--- src/rtl/deserializer_multilane.sv ---
// deserializer_multilane
// Collects LANES serial bits per enabled beat into DATA_WIDTH-bit words and
// queues completed words in a small output FIFO with ready/valid handshake.
//
// Optional feature: define DESER_PARITY_EN to require one extra beat per
// frame carrying even parity (serial_in_i[0]); failing words are dropped.
//
// Ports:
//   clk_i          clock
//   rst_i          synchronous active-high reset
//   serial_in_i    one bit per lane, sampled on beats (lane LANES-1 = MSB of beat)
//   enable_i       beat qualifier
//   start_i        frame start marker
//   parallel_out_o FIFO head word ('0 while empty)
//   valid_o        FIFO not empty
//   ready_i        consumer accepts head word when valid_o=1
//   level_o        FIFO occupancy
//   overflow_o     pulse: completed word dropped because FIFO full
//   frame_err_o    pulse: start_i arrived mid-frame
//   parity_err_o   pulse: parity mismatch (constant 0 without DESER_PARITY_EN)
module deserializer_multilane #(
    parameter int unsigned DATA_WIDTH = 8,
    parameter int unsigned LANES      = 1,
    parameter int unsigned MSB_FIRST  = 1,
    parameter int unsigned FIFO_DEPTH = 4
) (
    input  logic                            clk_i,
    input  logic                            rst_i,
    input  logic [LANES-1:0]                serial_in_i,
    input  logic                            enable_i,
    input  logic                            start_i,
    output logic [DATA_WIDTH-1:0]           parallel_out_o,
    output logic                            valid_o,
    input  logic                            ready_i,
    output logic [$clog2(FIFO_DEPTH):0]     level_o,
    output logic                            overflow_o,
    output logic                            frame_err_o,
    output logic                            parity_err_o
);

    localparam int unsigned BEATS = DATA_WIDTH / LANES;
    localparam int unsigned CW    = $clog2(BEATS) + 1;
    localparam int unsigned AW    = $clog2(FIFO_DEPTH);
    localparam int unsigned LW    = AW + 1;

`ifdef DESER_PARITY_EN
    typedef enum logic [1:0] {IDLE, SHIFT, PARITY} state_t;
`else
    typedef enum logic [0:0] {IDLE, SHIFT} state_t;
`endif

    state_t                state_q, state_d;
    logic [DATA_WIDTH-1:0] sr_q, sr_d, sr_base;
    logic [CW-1:0]         cnt_q, cnt_d, cnt_base;
    logic                  active;
    logic                  push;
    logic [DATA_WIDTH-1:0] push_word;
    logic                  frame_err_q, frame_err_d;
`ifdef DESER_PARITY_EN
    logic                  in_parity;
    logic                  parity_err_q, parity_err_d;
`endif

    logic [DATA_WIDTH-1:0] mem [FIFO_DEPTH];
    logic [AW-1:0]         wr_ptr_q, rd_ptr_q, rd_ptr_d;
    logic [LW-1:0]         level_q, level_d;
    logic                  valid_q;
    logic [DATA_WIDTH-1:0] head_q, head_d;
    logic                  overflow_q, overflow_d;
    logic                  pop, full, push_ok;

    // Shift one beat in; a double-width concatenation keeps this legal when BEATS=1.
    function automatic logic [DATA_WIDTH-1:0] shift_in(input logic [DATA_WIDTH-1:0] sr,
                                                       input logic [LANES-1:0]      d);
        logic [DATA_WIDTH+LANES-1:0] cat;
        if (MSB_FIRST != 0) begin
            cat = {sr, d};
            return cat[DATA_WIDTH-1:0];
        end else begin
            cat = {d, sr};
            return cat[DATA_WIDTH+LANES-1:LANES];
        end
    endfunction

    // Next-state and frame datapath; start_i always restarts from a clean frame.
    always_comb begin
        state_d     = state_q;
        sr_d        = sr_q;
        cnt_d       = cnt_q;
        push        = 1'b0;
        push_word   = sr_q;
        frame_err_d = 1'b0;
        active      = (state_q != IDLE);
        sr_base     = sr_q;
        cnt_base    = cnt_q;
`ifdef DESER_PARITY_EN
        parity_err_d = 1'b0;
        in_parity    = (state_q == PARITY);
`endif
        if (start_i) begin
            frame_err_d = active;
            active      = 1'b1;
            sr_base     = '0;
            cnt_base    = '0;
            sr_d        = '0;
            cnt_d       = '0;
            state_d     = SHIFT;
`ifdef DESER_PARITY_EN
            in_parity   = 1'b0;
`endif
        end
        if (active && enable_i) begin
`ifdef DESER_PARITY_EN
            if (in_parity) begin
                state_d   = IDLE;
                cnt_d     = '0;
                push_word = sr_q;
                if (^{sr_q, serial_in_i[0]}) parity_err_d = 1'b1;
                else                         push         = 1'b1;
            end else begin
`else
            begin
`endif
                sr_d = shift_in(sr_base, serial_in_i);
                if (cnt_base == CW'(BEATS - 1)) begin
                    cnt_d = '0;
`ifdef DESER_PARITY_EN
                    state_d = PARITY;
`else
                    state_d   = IDLE;
                    push      = 1'b1;
                    push_word = sr_d;
`endif
                end else begin
                    cnt_d   = cnt_base + CW'(1);
                    state_d = SHIFT;
                end
            end
        end
    end

    // FIFO control; a push into a full FIFO succeeds only alongside a pop.
    always_comb begin
        pop        = valid_q & ready_i;
        full       = (level_q == LW'(FIFO_DEPTH));
        push_ok    = push & (~full | pop);
        overflow_d = push & full & ~pop;
        level_d    = level_q + LW'(push_ok) - LW'(pop);
        rd_ptr_d   = rd_ptr_q + AW'(pop);
        if (level_d == '0)
            head_d = '0;
        else if (push_ok && (wr_ptr_q == rd_ptr_d))
            head_d = push_word;
        else
            head_d = mem[rd_ptr_d];
    end

    // State and output registers.
    always_ff @(posedge clk_i) begin
        if (rst_i) begin
            state_q     <= IDLE;
            sr_q        <= '0;
            cnt_q       <= '0;
            frame_err_q <= 1'b0;
            wr_ptr_q    <= '0;
            rd_ptr_q    <= '0;
            level_q     <= '0;
            valid_q     <= 1'b0;
            head_q      <= '0;
            overflow_q  <= 1'b0;
`ifdef DESER_PARITY_EN
            parity_err_q <= 1'b0;
`endif
        end else begin
            state_q     <= state_d;
            sr_q        <= sr_d;
            cnt_q       <= cnt_d;
            frame_err_q <= frame_err_d;
            wr_ptr_q    <= wr_ptr_q + AW'(push_ok);
            rd_ptr_q    <= rd_ptr_d;
            level_q     <= level_d;
            valid_q     <= (level_d != '0);
            head_q      <= head_d;
            overflow_q  <= overflow_d;
`ifdef DESER_PARITY_EN
            parity_err_q <= parity_err_d;
`endif
        end
    end

    // FIFO storage; contents are don't-care while not covered by level_q.
    always_ff @(posedge clk_i) begin
        if (push_ok) mem[wr_ptr_q] <= push_word;
    end

    assign parallel_out_o = head_q;
    assign valid_o        = valid_q;
    assign level_o        = level_q;
    assign overflow_o     = overflow_q;
    assign frame_err_o    = frame_err_q;
`ifdef DESER_PARITY_EN
    assign parity_err_o   = parity_err_q;
`else
    assign parity_err_o   = 1'b0;
`endif

endmodule
--- config.mk ---
export PLATFORM = sky130hd
export DESIGN_NAME = deserializer_multilane
export DESIGN_NICKNAME = d
export VERILOG_FILES = /design/src/rtl/deserializer_multilane.sv
export SDC_FILE = /design/constraint.sdc
export NUM_CORES = 1
export LEC_CHECK = 0
export ABC_AREA = 1
export BUFFER_PORTS_ARGS = -buffer_cell sky130_fd_sc_hd__buf_2
export CAP_MARGIN = 5
export CORE_ASPECT_RATIO = 0.8
export CORE_MARGIN = 1
export CORE_UTILIZATION = 59
export DETAILED_ROUTE_END_ITERATION = 7
export GPL_TIMING_DRIVEN = 1
export PLACE_DENSITY = 0.77
export SLEW_MARGIN = 20
export SYNTH_ARGS = -nofsm -noshare
export SYNTH_HDL_FRONTEND = slang
export SYNTH_SLANG_ARGS = --single-unit
--- constraint.sdc ---
create_clock -name clk_i -period 4.3 [get_ports clk_i]
set_input_delay 0.86 -clock clk_i [delete_from_list [all_inputs] [get_ports clk_i]]
set_output_delay 0.86 -clock clk_i [all_outputs]
set_load 0.02 [all_outputs]
# Word-level counts from Yosys, hierarchy flattened
# Memory sizes are Yosys's and may differ from the RTL's. A register that Yosys moved wholly into a read port is not among the register bits.
# Cells that the tools add are included.
# word_totals
rom_bits,0
n_memories,1
latch_bits,0
ram_bits,32
ff_bits,23
# memory_table
name,depth,width,read_ports,rd_clocked_by_memory_dff,wr,line_no,rtl
mem,4,8,1,1,1,64,logic [DATA_WIDTH-1:0] mem [FIFO_DEPTH];
# op_classes
div,0
multipliers,0
shifts,0
mux,14
magnitude_cmp,0
n_addsub,5
bitwise_logic,8
n_reduce_logical,6
eq_ne,2
# ops
op,count
$mux W8,4
$mux W4,3
$mux W1,7
$add A2 B1 Y2,2
$add A4 B1 Y4 const B,1
$and A1 B1 Y1,4
$eq A4 B3 Y1 const B,1
$reduce_or A2 Y1,2
$add A3 B1 Y3,1
$eq A3 B3 Y1 const B,1
$logic_not A3 Y1,1
$not A1 Y1,3
$reduce_bool A3 Y1,1
$sub A3 B1 Y3,1
$reduce_bool A2 Y1,1
$logic_and A1 B1 Y1,1
$or A1 B1 Y1,1

# Depth between registers and ports, before layout
# Gate-level depths: netlist of the first run.
# logic_depth
word_depth,9
mapped_depth,18
ltp_nobuf,17

# Least setup slack after synthesis of the first run
# Ideal clock, no wire load.
# synth_timing
path_kind,input -> register
from,in start_i
to,"reg head_q[0], in the netlist parallel_out_o[0], read port of mem"
stages,18
path_slack_ps,1009
setup_ps,113
n_path_buf,1
t_arrival_ps,3178
cell_sequence,buf_6 clkinv_4 nand2_1 inv_1 ha_1 nand2_1 nor2_8 nand3_4 ha_1 inv_1 ha_1 fa_1 nor2_1 nand3_1 nand2_1 clkinv_1 nand2_1 nor2_1
# synth_via
elab_chain_cells,9
elab_cells_between_ends,11
cone_classes,add/sub: 2; eq/ne: 1; mux: 4; bitwise: 1; reduce/logical: 3
# synth_lines
item,line_no,rtl
start: declaration,31,"input logic start_i,"
$mux W4,n/a,
$eq A4 B3 Y1,125,if (cnt_base == CW'(BEATS - 1)) begin
$mux W1,125,
$mux W1 *,112,if (active && enable_i) begin
$and A1 B1 Y1 *,146,push_ok = push & (~full | pop);
$add A3 B1 Y3 *,148,level_d = level_q + LW'(push_ok) - LW'(pop);
$sub A3 B1 Y3 *,148,
named net level_d[1],66,"logic [LW-1:0] level_q, level_d;"
$logic_not A3 Y1 *,150,if (level_d == '0)
$reduce_or A2 Y1 (no line) *,n/a,
end: declaration,68,"logic [DATA_WIDTH-1:0] head_q, head_d;"
# The timed path passes the listed nets; every way through them passes the cells marked *.
# A chain may end at the register's enable or synchronous reset.

# Worst setup path in the final report of the first run
# layout_timing
from,in start_i
to,"reg head_q[3], in the netlist parallel_out_o[3], read port of mem"
# Same word-level chain as after synthesis.

==> results.tsv, run 1 <==
metric	value	unit
remaining_drc_errors	0	
synthCells	338	
grt_pass1_vias	1867	
cp.arrival	3630	ps
synth_top_cell_by_area	edfxtp_1	
slew_headroom	0.4511	
cp_num_cells	18	
postCtsHoldBufs	0	
grt.total_usage	0.2465	
drt-initial-drc-count	108	
synth_edf_count	32	
timing.final.ws_setup	909.9	ps
overflow	0	
clk_latency	340	ps
min_path_cells	2	
cts.sinks	63	
grt_pass1_wl	9.032	mm
crit_slowest_cell	fa_1	
postPlaceCellArea	2978	µm²
fin_cells	427	
area_growth	12.54	%
min_period	3390	ps
skew	4.987	ps
worstHoldStart	state_q	
p_seq_frac	0.410	
ys_warn_count	0	
synth_cell_types	32	
intPower	0.001170	W
hold_end	frame_err_o	
cellPowerDensity	541.2	nW/µm²
async_flop_share	0	
cp.required	4540	ps
hold_violations	0	
r2r_cells	16	
cp_top_family	adder cells	
synth-main-ff-cell	edfxtp_1	
htree_levels	3	
chipHeight	64.09	µm
cts_made_buffers	9	
clock_path_buffers	2	
rows	22	
wl_per_cell	13.02	µm
ir_worst_vdd	335.0	µV
vias	2109	
vias_per_cell	4.939	
gp_congestion	0.8582	
grt_max_degree	19	
dr_wl_met2	2.610	mm
totalWireLength	5.560	mm
p_leak	1.495	nW
fill_cells	367	
core_area	4597	µm²
path_cells	buf_2 -> clkinv_4 -> nand2_1 -> inv_1 -> ha_1 -> nand2_1 -> nor2_8 -> nand3_4 -> ha_1 -> inv_1 -> ha_1 -> fa_1 -> nor2_1 -> nand3_1 -> nand2_1 -> clkinv_1 -> nand2_1 -> nor2_1	
swShare	0.3240	
yosysTopAreaCellShare	0.3380	
power	0.001732	W
switchingPower	0.0005611	W
ioPinCount	21	
outcome	finished clean	
dp_hpwl	3.674	mm
wl_met3	329	µm
synth_area_per_cell	8.410	µm²
root_buffer	clkbuf_8	
worstMarginPinSlew	820.3	ps
hold_class	reg -> reg	
numPortBuffers	19	
design_area	3199	µm²
cts_tree	yes	
wl_met1	2.575	mm
crit_type	in -> reg	
maxSlewViolCount	0	
dp.cells	411	
rrSetupSlack	1280	ps
top_layer	met4	
cap_violations	0	
max_freq	0.2950	GHz
cp_max_fo	9	
start_util	0.6184	
drive_gt1_frac	0.1226	
fp.dieArea	5101	µm²
fin_tns_setup	0	ps
die_x	79.61	µm
ant_nets	0	
synth_area	2843	µm²
synth_most_common_cell	nand2_1	
critPathCaptureType	flip-flop	
timing.rr.start	cnt_q[0]	
setup_viol	0	
power_frac_clock	0.326	
synth_seq_cells	63	
period_share	0.7884	
rsz0062_at_grt	no	
cts.repair.resized	0	
combPwrFrac	0.264	
cp_common_cell	nand2_1	
nets	374	
antenna_cells	0	
grt_antenna_before_repair	0	
yosys-top-cells-count	130 x nand2_1, 40 x inv_1, 37 x nor2_1	
synth_area_leaders	edfxtp_1 34%, dfxtp_1 22%, nand2_1 17%, inv_1 5.3%, nor2_1 4.9%	
reg2reg_to	parallel_out_o[3]	
drtPass1Iterations	4	
path_buf_inv	5	
ys_seq_area_frac	0.5563	
synth_fp_nets	350	
cpPeakStageDelay	460	ps
startpoint_type	input port	
clk_pin_slew_worst_paths	70	ps
dp_slack	577.6	ps
postCtsSetupBuffers	0	
==> flip-flops by register name, summed over array words and instances, names as in the netlist <==
name / count
overflow_o: 1
frame_err_o: 1
valid_o: 1
parallel_out_o: 8
sr_q: 8
rd_ptr_q: 2
cnt_q: 4
mem: 32
state_q: 1
level_o: 3
wr_ptr_q: 2
==> power groups by stage <==
stage	sequential (W)	clock [W]	combinational (W)
final	0.000709	0.000565	0.000457
after detailed placement	0.000723	0	0.000458
after global placement	0.000723	0	0.000442
after global routing	0.000715	0.000603	0.000519
after CTS	0.000710	0.000572	0.000460
after floorplan	0.000775	0	0.000288
==> layout make-up <==
class | instances | area (µm²) | area share
repair buffers | 22 | 117.6 | 0.03676
inverters | 44 | 170.2 | 0.05319
well taps | 60 | 75.07 | 0.02346
clock buffers | 10 | 137.6 | 0.04302
clock inverters | 6 | 83.83 | 0.02620
multi-input cells | 222 | 1033 | 0.3230
flip-flops and latches | 63 | 1582 | 0.4943
==> worst reg2reg max path, cell delays in order (launching register included) <==
cell      delay [ps]
dfxtp_1          310
inv_1             70
nor2_1           180
ha_1             240
nand2_1          140
nor2_8           130
nand3_4          130
ha_1             300
inv_1             40
ha_1             180
fa_1             460
nor2_1           120
nand3_1           90
nand2_1           60
clkinv_1         260
nand2_1          170
nor2_1            40
==> worst max-delay path by stage <==
| stage | start | to | slack (ps) |
|---|---|---|---|
| after detailed placement | start_i | parallel_out_o[3] | 580 |
| final | start_i | parallel_out_o[3] | 910 |
| after global placement | start_i | parallel_out_o[4] | 720 |
| after global routing | start_i | parallel_out_o[0] | 730 |
| after CTS | start_i | parallel_out_o[3] | 920 |
| after floorplan | start_i | parallel_out_o[0] | 1010 |
==> layout by cell type (no fill, tap or decap), types with 3 or more instances in the layout <==
cell type | synthesis | final
nand2_1 | 130 | 130
inv_1 | 40 | 40
nor2_1 | 37 | 37
edfxtp_1 | 32 | 32
dfxtp_1 | 31 | 31
buf_2 | 4 | 19
a21oi_1 | 12 | 12
clkbuf_8 | 0 | 10
nand3_1 | 9 | 9
o21ai_0 | 7 | 7
ha_1 | 5 | 5
nor3_1 | 4 | 4
clkinv_1 | 3 | 4
buf_4 | 1 | 3
==> metal layers <==
metal,global-route usage,vias to the layer above
li1,-,1102
met2,0.3643,46
met1,0.3340,955
met4,0.09091,0
met3,0.08571,6
met5,0,-
==> cells by family (layout without fill, tap and decap cells) <==
| family | after synthesis | after routing | share of synthesized area |
|---|---|---|---|
| flops | 63 | 63 | 0.5563 |
| simple gates | 189 | 189 | 0.2808 |
| fa+ha+maj | 6 | 6 | 0.02905 |
| buf+inv | 53 | 82 | 0.08010 |
| other cells | 1 | 1 | 0.001319 |
| compound gates | 24 | 24 | 0.04622 |
| xor+xnor | 2 | 2 | 0.006163 |
==> stage by stage <==
step	util	hold slack (ps)
2_1_floorplan	-	434.9
3_3_place_gp	0.6478	476.0
3_5_place_dp	0.6478	472.0
4_1_cts	0.6960	480.4
5_1_grt	0.6960	502.5
6_report	0.6960	478.1
(Power assumes the default switching activity.)
==> run 2, diff against run 1 <==
--- a/config.mk
+++ b/config.mk
@@ -5,7 +5,7 @@
 export SDC_FILE = /design/constraint.sdc
 export NUM_CORES = 1
 export LEC_CHECK = 0
-export ABC_AREA = 1
+export ABC_AREA = 0
 export BUFFER_PORTS_ARGS = -buffer_cell sky130_fd_sc_hd__buf_2
 export CAP_MARGIN = 5
 export CORE_ASPECT_RATIO = 0.8
@@ -13,7 +13,7 @@
 export CORE_UTILIZATION = 59
 export DETAILED_ROUTE_END_ITERATION = 7
 export GPL_TIMING_DRIVEN = 1
-export PLACE_DENSITY = 0.77
+export PLACE_DENSITY = 0.78
 export SLEW_MARGIN = 20
 export SYNTH_ARGS = -nofsm -noshare
 export SYNTH_HDL_FRONTEND = slang
==> constraint.sdc (replaced) <==
create_clock -name clk_i -period 3.13 [get_ports clk_i]
set_input_delay 0.626 -clock clk_i [delete_from_list [all_inputs] [get_ports clk_i]]
set_output_delay 0.626 -clock clk_i [all_outputs]
set_load 0.02 [all_outputs]
==> run 2 against run 1 <==
Compared with the run above:
- via count decreased by 17%
- global-route usage decreased by 1.2 points
- wire length decreased by 9.6%
- design area increased by 0.55%
- hold slack got worse by 4.1 ps
- area after synthesis decreased by 3.9%
- final cell count decreased by 26%
- synthesized cell count decreased by 34%
- clock-buffer cell count increased by 2
- clock skew about the same
- critical path type unchanged
- largest power group unchanged
==> results.tsv, run 2 <==
metric	value	unit
holdWs	474.0	ps
r2r_cells	14	
die_x	78.09	µm
p_seq_frac	0.422	
critPathCaptureType	flip-flop	
cts_made_buffers	9	
postCtsHoldBufs	0	
vias	1749	
async_flop_share	0	
synth_area	2733	µm²
largest_register_ffs	32	
maxSlewViolCount	0	
slew_headroom	0.5368	
period_share	0.9177	
worstMarginPinSlew	690.2	ps
clock_path_buffers	2	
outcome	finished clean	
final_cell_mix	32 x edfxtp_1, 31 x dfxtp_1, 26 x nand2_1, 19 x buf_2, 13 x buf_4	
wl_per_cell	15.86	µm
min_path_cells	2	
drive_gt1_frac	0.2423	
synth-main-ff-cell	edfxtp_1	
clk_pin_slew_worst_paths	70	ps
core_area	4309	µm²
hold_class	reg -> reg	
rsz0062_at_grt	no	
grt_max_degree	17	
synth_area_leaders	edfxtp_1 35%, dfxtp_1 23%, mux4_1 7.7%, nand2_1 3.7%, mux2i_1 3.3%	
antenna_cells	0	
fp.dieArea	4910	µm²
setup_viol	0	
gp_congestion	0.8255	
grt.total_usage	0.2346	
grt_pass1_vias	1716	
ant_nets	0	
worstHoldStart	sr_q[7]	
largest_register	mem	
cp.arrival	3140	ps
synth_edf_count	32	
reg2reg_to	parallel_out_o[0]	
dp.cells	301	
synth_top_cell_by_area	edfxtp_1	
startpoint_type	input port	
ioPinCount	21	
grt_pass1_wl	8.259	mm
synth_area_per_cell	12.25	µm²
rows	21	
switchingPower	0.0005977	W
cts.sinks	63	
synth_cell_types	40	
synth_fp_nets	235	
cts.repair.resized	0	
grt_antenna_before_repair	0	
min_period	2872	ps
skew	5.196	ps
combPwrFrac	0.233	
root_buffer	clkbuf_8	
cp.required	3400	ps
swShare	0.2652	
chipHeight	62.87	µm
p_leak	1.203	nW
yosys-top-cells-count	32 x edfxtp_1, 31 x dfxtp_1, 27 x nand2_1	
postCtsSetupBuffers	0	
power_frac_clock	0.346	
start_util	0.6341	
clk_latency	340	ps
cts_tree	yes	
synthCells	223	
ir_worst_vdd	425.5	µV
drtPass1Iterations	4	
htree_levels	3	
hold_violations	0	
area_growth	17.72	%
max_freq	0.3482	GHz
totalWireLength	5.027	mm
cellPowerDensity	700.6	nW/µm²
timing.rr.start	cnt_q[0]	
numPortBuffers	19	
vias_per_cell	5.517	
remaining_drc_errors	0	
overflow	0	
hold_end	sr_q[7]	
crit_type	in -> reg	
cp_max_fo	12	
drt-initial-drc-count	92	
ys_seq_area_frac	0.5788	
intPower	0.001656	W
synth_seq_cells	63	
nets	267	
rrSetupSlack	310	ps
cap_violations	0	
ys_warn_count	0	
final_common_cell	edfxtp_1	
yosysTopAreaCellShare	0.3516	
fin_cells	317	
dp_hpwl	3.450	mm
synth_most_common_cell	edfxtp_1	
fin_tns_setup	0	ps
## run 2: kinds of logic after synthesis
| family | after synthesis | synth area share |
|---|---|---|
| simple gates | 79 | 0.1474 |
| flops | 63 | 0.5788 |
| compound gates | 27 | 0.05861 |
| buf+inv | 22 | 0.03571 |
| mux | 17 | 0.1099 |
| xor+xnor | 8 | 0.03800 |
| fa+ha+maj | 6 | 0.03022 |
| other cells | 1 | 0.001372 |
## run 2: power groups by stage
stage / clock network, W / registers, W / logic (W)
5_1_grt: 0.000832 / 0.000958 / 0.000575
2_1_floorplan: 0 / 0.00103 / 0.000311
6_report: 0.000779 / 0.000951 / 0.000524
3_3_place_gp: 0 / 0.000968 / 0.000508
4_1_cts: 0.000795 / 0.000952 / 0.000529
3_5_place_dp: 0 / 0.000969 / 0.000518
## run 2: stage by stage
| step | util | setup WS [ps] | power [W] | instance area, µm² |
|---|---|---|---|---|
| floorplan | - | -57.65 | 0.001343 | 2806 |
| global placement | 0.6945 | 7.504 | 0.001476 | 2993 |
| detailed placement | 0.6945 | -63.34 | 0.001487 | 2993 |
| CTS | 0.7465 | 259.1 | 0.002276 | 3217 |
| global route | 0.7465 | 110.2 | 0.002365 | 3217 |
| finish | 0.7465 | 257.7 | 0.002254 | 3217 |
## run 2: worst max path at each step
stage / slack [ps] / endpoint / cells past startpoint / start
6_report: 260 / parallel_out_o[0] / 15 / start_i
5_1_grt: 110 / parallel_out_o[1] / 16 / start_i
4_1_cts: 260 / parallel_out_o[1] / 16 / start_i
3_5_place_dp: -60 / parallel_out_o[6] / 15 / start_i
3_3_place_gp: 8 / parallel_out_o[6] / 15 / start_i
2_1_floorplan: -60 / parallel_out_o[0] / 14 / start_i
## run 2: layout make-up
cell class / count / area [µm²]
Sequential cell: 63 / 1582
Multi-Input combinational cell: 138 / 1106
Fill cell: 289 / 1092
Timing Repair Buffer: 32 / 192.7
Clock buffer: 12 / 155.1
Tap cell: 57 / 71.32
Clock inverter: 4 / 68.82
Inverter: 11 / 41.29
## run 2: critical path: stages
cell	delay (ps)
buf_2	140
nor2b_4	120
ha_2	190
nand3b_1	100
nor2_2	160
nand2_2	90
ha_4	270
inv_2	40
ha_4	150
fa_2	360
xor3_1	230
a21oi_2	150
buf_4	190
a21bo_2	230
mux2i_1	110
## run 2: metal layers
metal | up-vias | share of wire | wire (µm) | GRT usage
met1 | 846 | 0.47 | 2375 | 0.3107
met4 | 0 | 0.015 | 73 | 0.1042
li1 | 856 | - | - | -
met3 | 8 | 0.046 | 231 | 0.07007
met2 | 39 | 0.47 | 2347 | 0.3586
met5 | - | 0 | 0 | 0
==> run 3, diff against run 2 <==
--- a/config.mk
+++ b/config.mk
@@ -10,10 +10,11 @@
 export CAP_MARGIN = 5
 export CORE_ASPECT_RATIO = 0.8
 export CORE_MARGIN = 1
-export CORE_UTILIZATION = 59
+export CORE_UTILIZATION = 60
+export CTS_BUF_LIST = sky130_fd_sc_hd__clkbuf_4 sky130_fd_sc_hd__clkbuf_8
 export DETAILED_ROUTE_END_ITERATION = 7
 export GPL_TIMING_DRIVEN = 1
-export PLACE_DENSITY = 0.78
+export PLACE_DENSITY = 0.79
 export SLEW_MARGIN = 20
 export SYNTH_ARGS = -nofsm -noshare
 export SYNTH_HDL_FRONTEND = slang
==> run 3 against run 2 <==
Compared with the run above:
- sequential cell count is the same
- design area shrank 0.82%
- sequential power is essentially flat
- wire length grew 3.4%
- clock-buffer cell count shrank 2
- sequential share of layout area grew 0.40 points
- die area shrank 1.6%
- global-route usage grew 1.7 points
- fmax grew 0.22%
- final cell count shrank 0.32%
- clock skew grew 2.8 ps
- first-iteration DRC count shrank 20%
- largest cell class unchanged
==> results.tsv, run 3 (synthesis gave the netlist of run 2 again) <==
metric	value	unit
outcome	finished clean	
crit_slowest_cell	fa_2	
grt_pass1_vias	1742	
design_area	3191	µm²
worstMarginPinSlew	730.9	ps
ir_worst_vdd	553.2	µV
postPlaceCellArea	2998	µm²
clock_path_buffers	2	
p_leak	1.177	nW
clk_pin_slew_worst_paths	70	ps
ioPinCount	21	
largest_register	mem	
vias_per_cell	5.617	
cpPeakStageDelay	350	ps
start_util	0.6380	
cellPowerDensity	682.3	nW/µm²
crit_type	in -> reg	
dp_slack	-79.42	ps
gp_congestion	0.7864	
hold_class	reg -> reg	
cp_max_fo	15	
drive_gt1_frac	0.2432	
holdWs	457.3	ps
root_buffer	clkbuf_8	
nets	266	
fin_cells	316	
min_period	2866	ps
rsz0062_at_grt	no	
wl_per_cell	16.44	µm
clk_latency	350	ps
startpoint_type	input port	
vias	1775	
skew	7.999	ps
drtPass1Iterations	4	
cts_made_buffers	9	
cts_tree	yes	
cp.required	3410	ps
core_area	4283	µm²
drt-initial-drc-count	74	
antenna_cells	0	
grt.total_usage	0.2511	
area_growth	16.76	%
die_x	77.45	µm
critPathCaptureType	flip-flop	
grt_antenna_before_repair	0	
maxSlewViolCount	0	
cp.arrival	3150	ps
grt_max_degree	17	
largest_register_ffs	32	
dp_hpwl	3.551	mm
timing.final.ws_setup	263.9	ps
grt_pass1_wl	8.590	mm
max_freq	0.3489	GHz
cap_violations	0	
htree_levels	3	
numPortBuffers	19	
fill_cells	278	
dp.cells	300	
period_share	0.9157	
rows	21	
ant_nets	0	
cp_common_cell	ha_4	
r2r_cells	14	
chipHeight	62.36	µm
cts.repair.resized	0	
final_cell_mix	32 x edfxtp_1, 31 x dfxtp_1, 26 x nand2_1, 19 x buf_2, 12 x a21oi_1	
hold_violations	0	
postCtsSetupBuffers	0	
remaining_drc_errors	0	
fin_tns_setup	0	ps
postCtsHoldBufs	0	
totalWireLength	5.196	mm
path_cells	buf_2 -> nor2b_4 -> ha_2 -> nand3b_1 -> nor2_2 -> nand2_2 -> ha_4 -> inv_2 -> ha_4 -> fa_2 -> xor3_1 -> a21oi_2 -> buf_12 -> a21bo_2 -> mux2i_1	
slew_headroom	0.5094	
overflow	0	
cts.sinks	63	
final_common_cell	edfxtp_1	
fp.dieArea	4830	µm²
min_path_cells	2	
setup_viol	0	
run 3: cell types whose count changed in the layout (fill, tap and decap cells not counted), sizes merged:
cell,delta
bufinv,-1
clkinvlp,+3
clkbuf,-2
buf,-1
run 3: layout make-up:
| type | count | area (µm²) | share of cell area |
|---|---|---|---|
| clock buffers | 10 | 131.4 | 0.04118 |
| clock inverters | 6 | 61.31 | 0.01922 |
| inverters | 11 | 41.29 | 0.01294 |
| multi-input cells | 138 | 1106 | 0.3467 |
| flip-flops and latches | 63 | 1582 | 0.4957 |
| well taps | 57 | 71.32 | 0.02235 |
| repair buffers | 31 | 197.7 | 0.06196 |
run 3: worst max-delay path: cells and delay by family:
family / cells / cell delay (ps)
adders and majority gates: 4 / 950
muxes: 1 / 130
AOI/OAI and AO/OA: 2 / 410
xor gates and xnor gates: 1 / 220
and+or+nand+nor: 4 / 470
buffers and inverters: 3 / 320
run 3: worst paths after layout:
check / slack, ps / to / start
setup / recovery: 260 / parallel_out_o[6] / start_i
hold / removal: 460 / sr_q[7] / sr_q[7]
setup reg to reg: 290 / parallel_out_o[6] / cnt_q[0]
hold reg to reg: 460 / sr_q[7] / sr_q[7]
run 3: per-layer routing:
layer	vias up	part of all wire	wire length, µm	track usage
met2	52	0.48	2484	0.4049
li1	854	-	-	-
met3	12	0.043	225	0.08824
met5	-	0	0	0
met1	857	0.46	2383	0.3068
met4	0	0.020	102	0.1061
run 3: power breakdown:
group | internal [W] | switching [W] | total [W]
registers | 0.000921 | 0.0000306 | 0.000952
logic | 0.000257 | 0.000279 | 0.000536
clock network | 0.000372 | 0.000317 | 0.000689
run 3: through the flow:
stage | utilization | power (W)
floorplan | - | 0.001343
global placement | 0.7000 | 0.001490
detailed placement | 0.7000 | 0.001504
CTS | 0.7450 | 0.002189
global route | 0.7450 | 0.002276
finish | 0.7450 | 0.002177
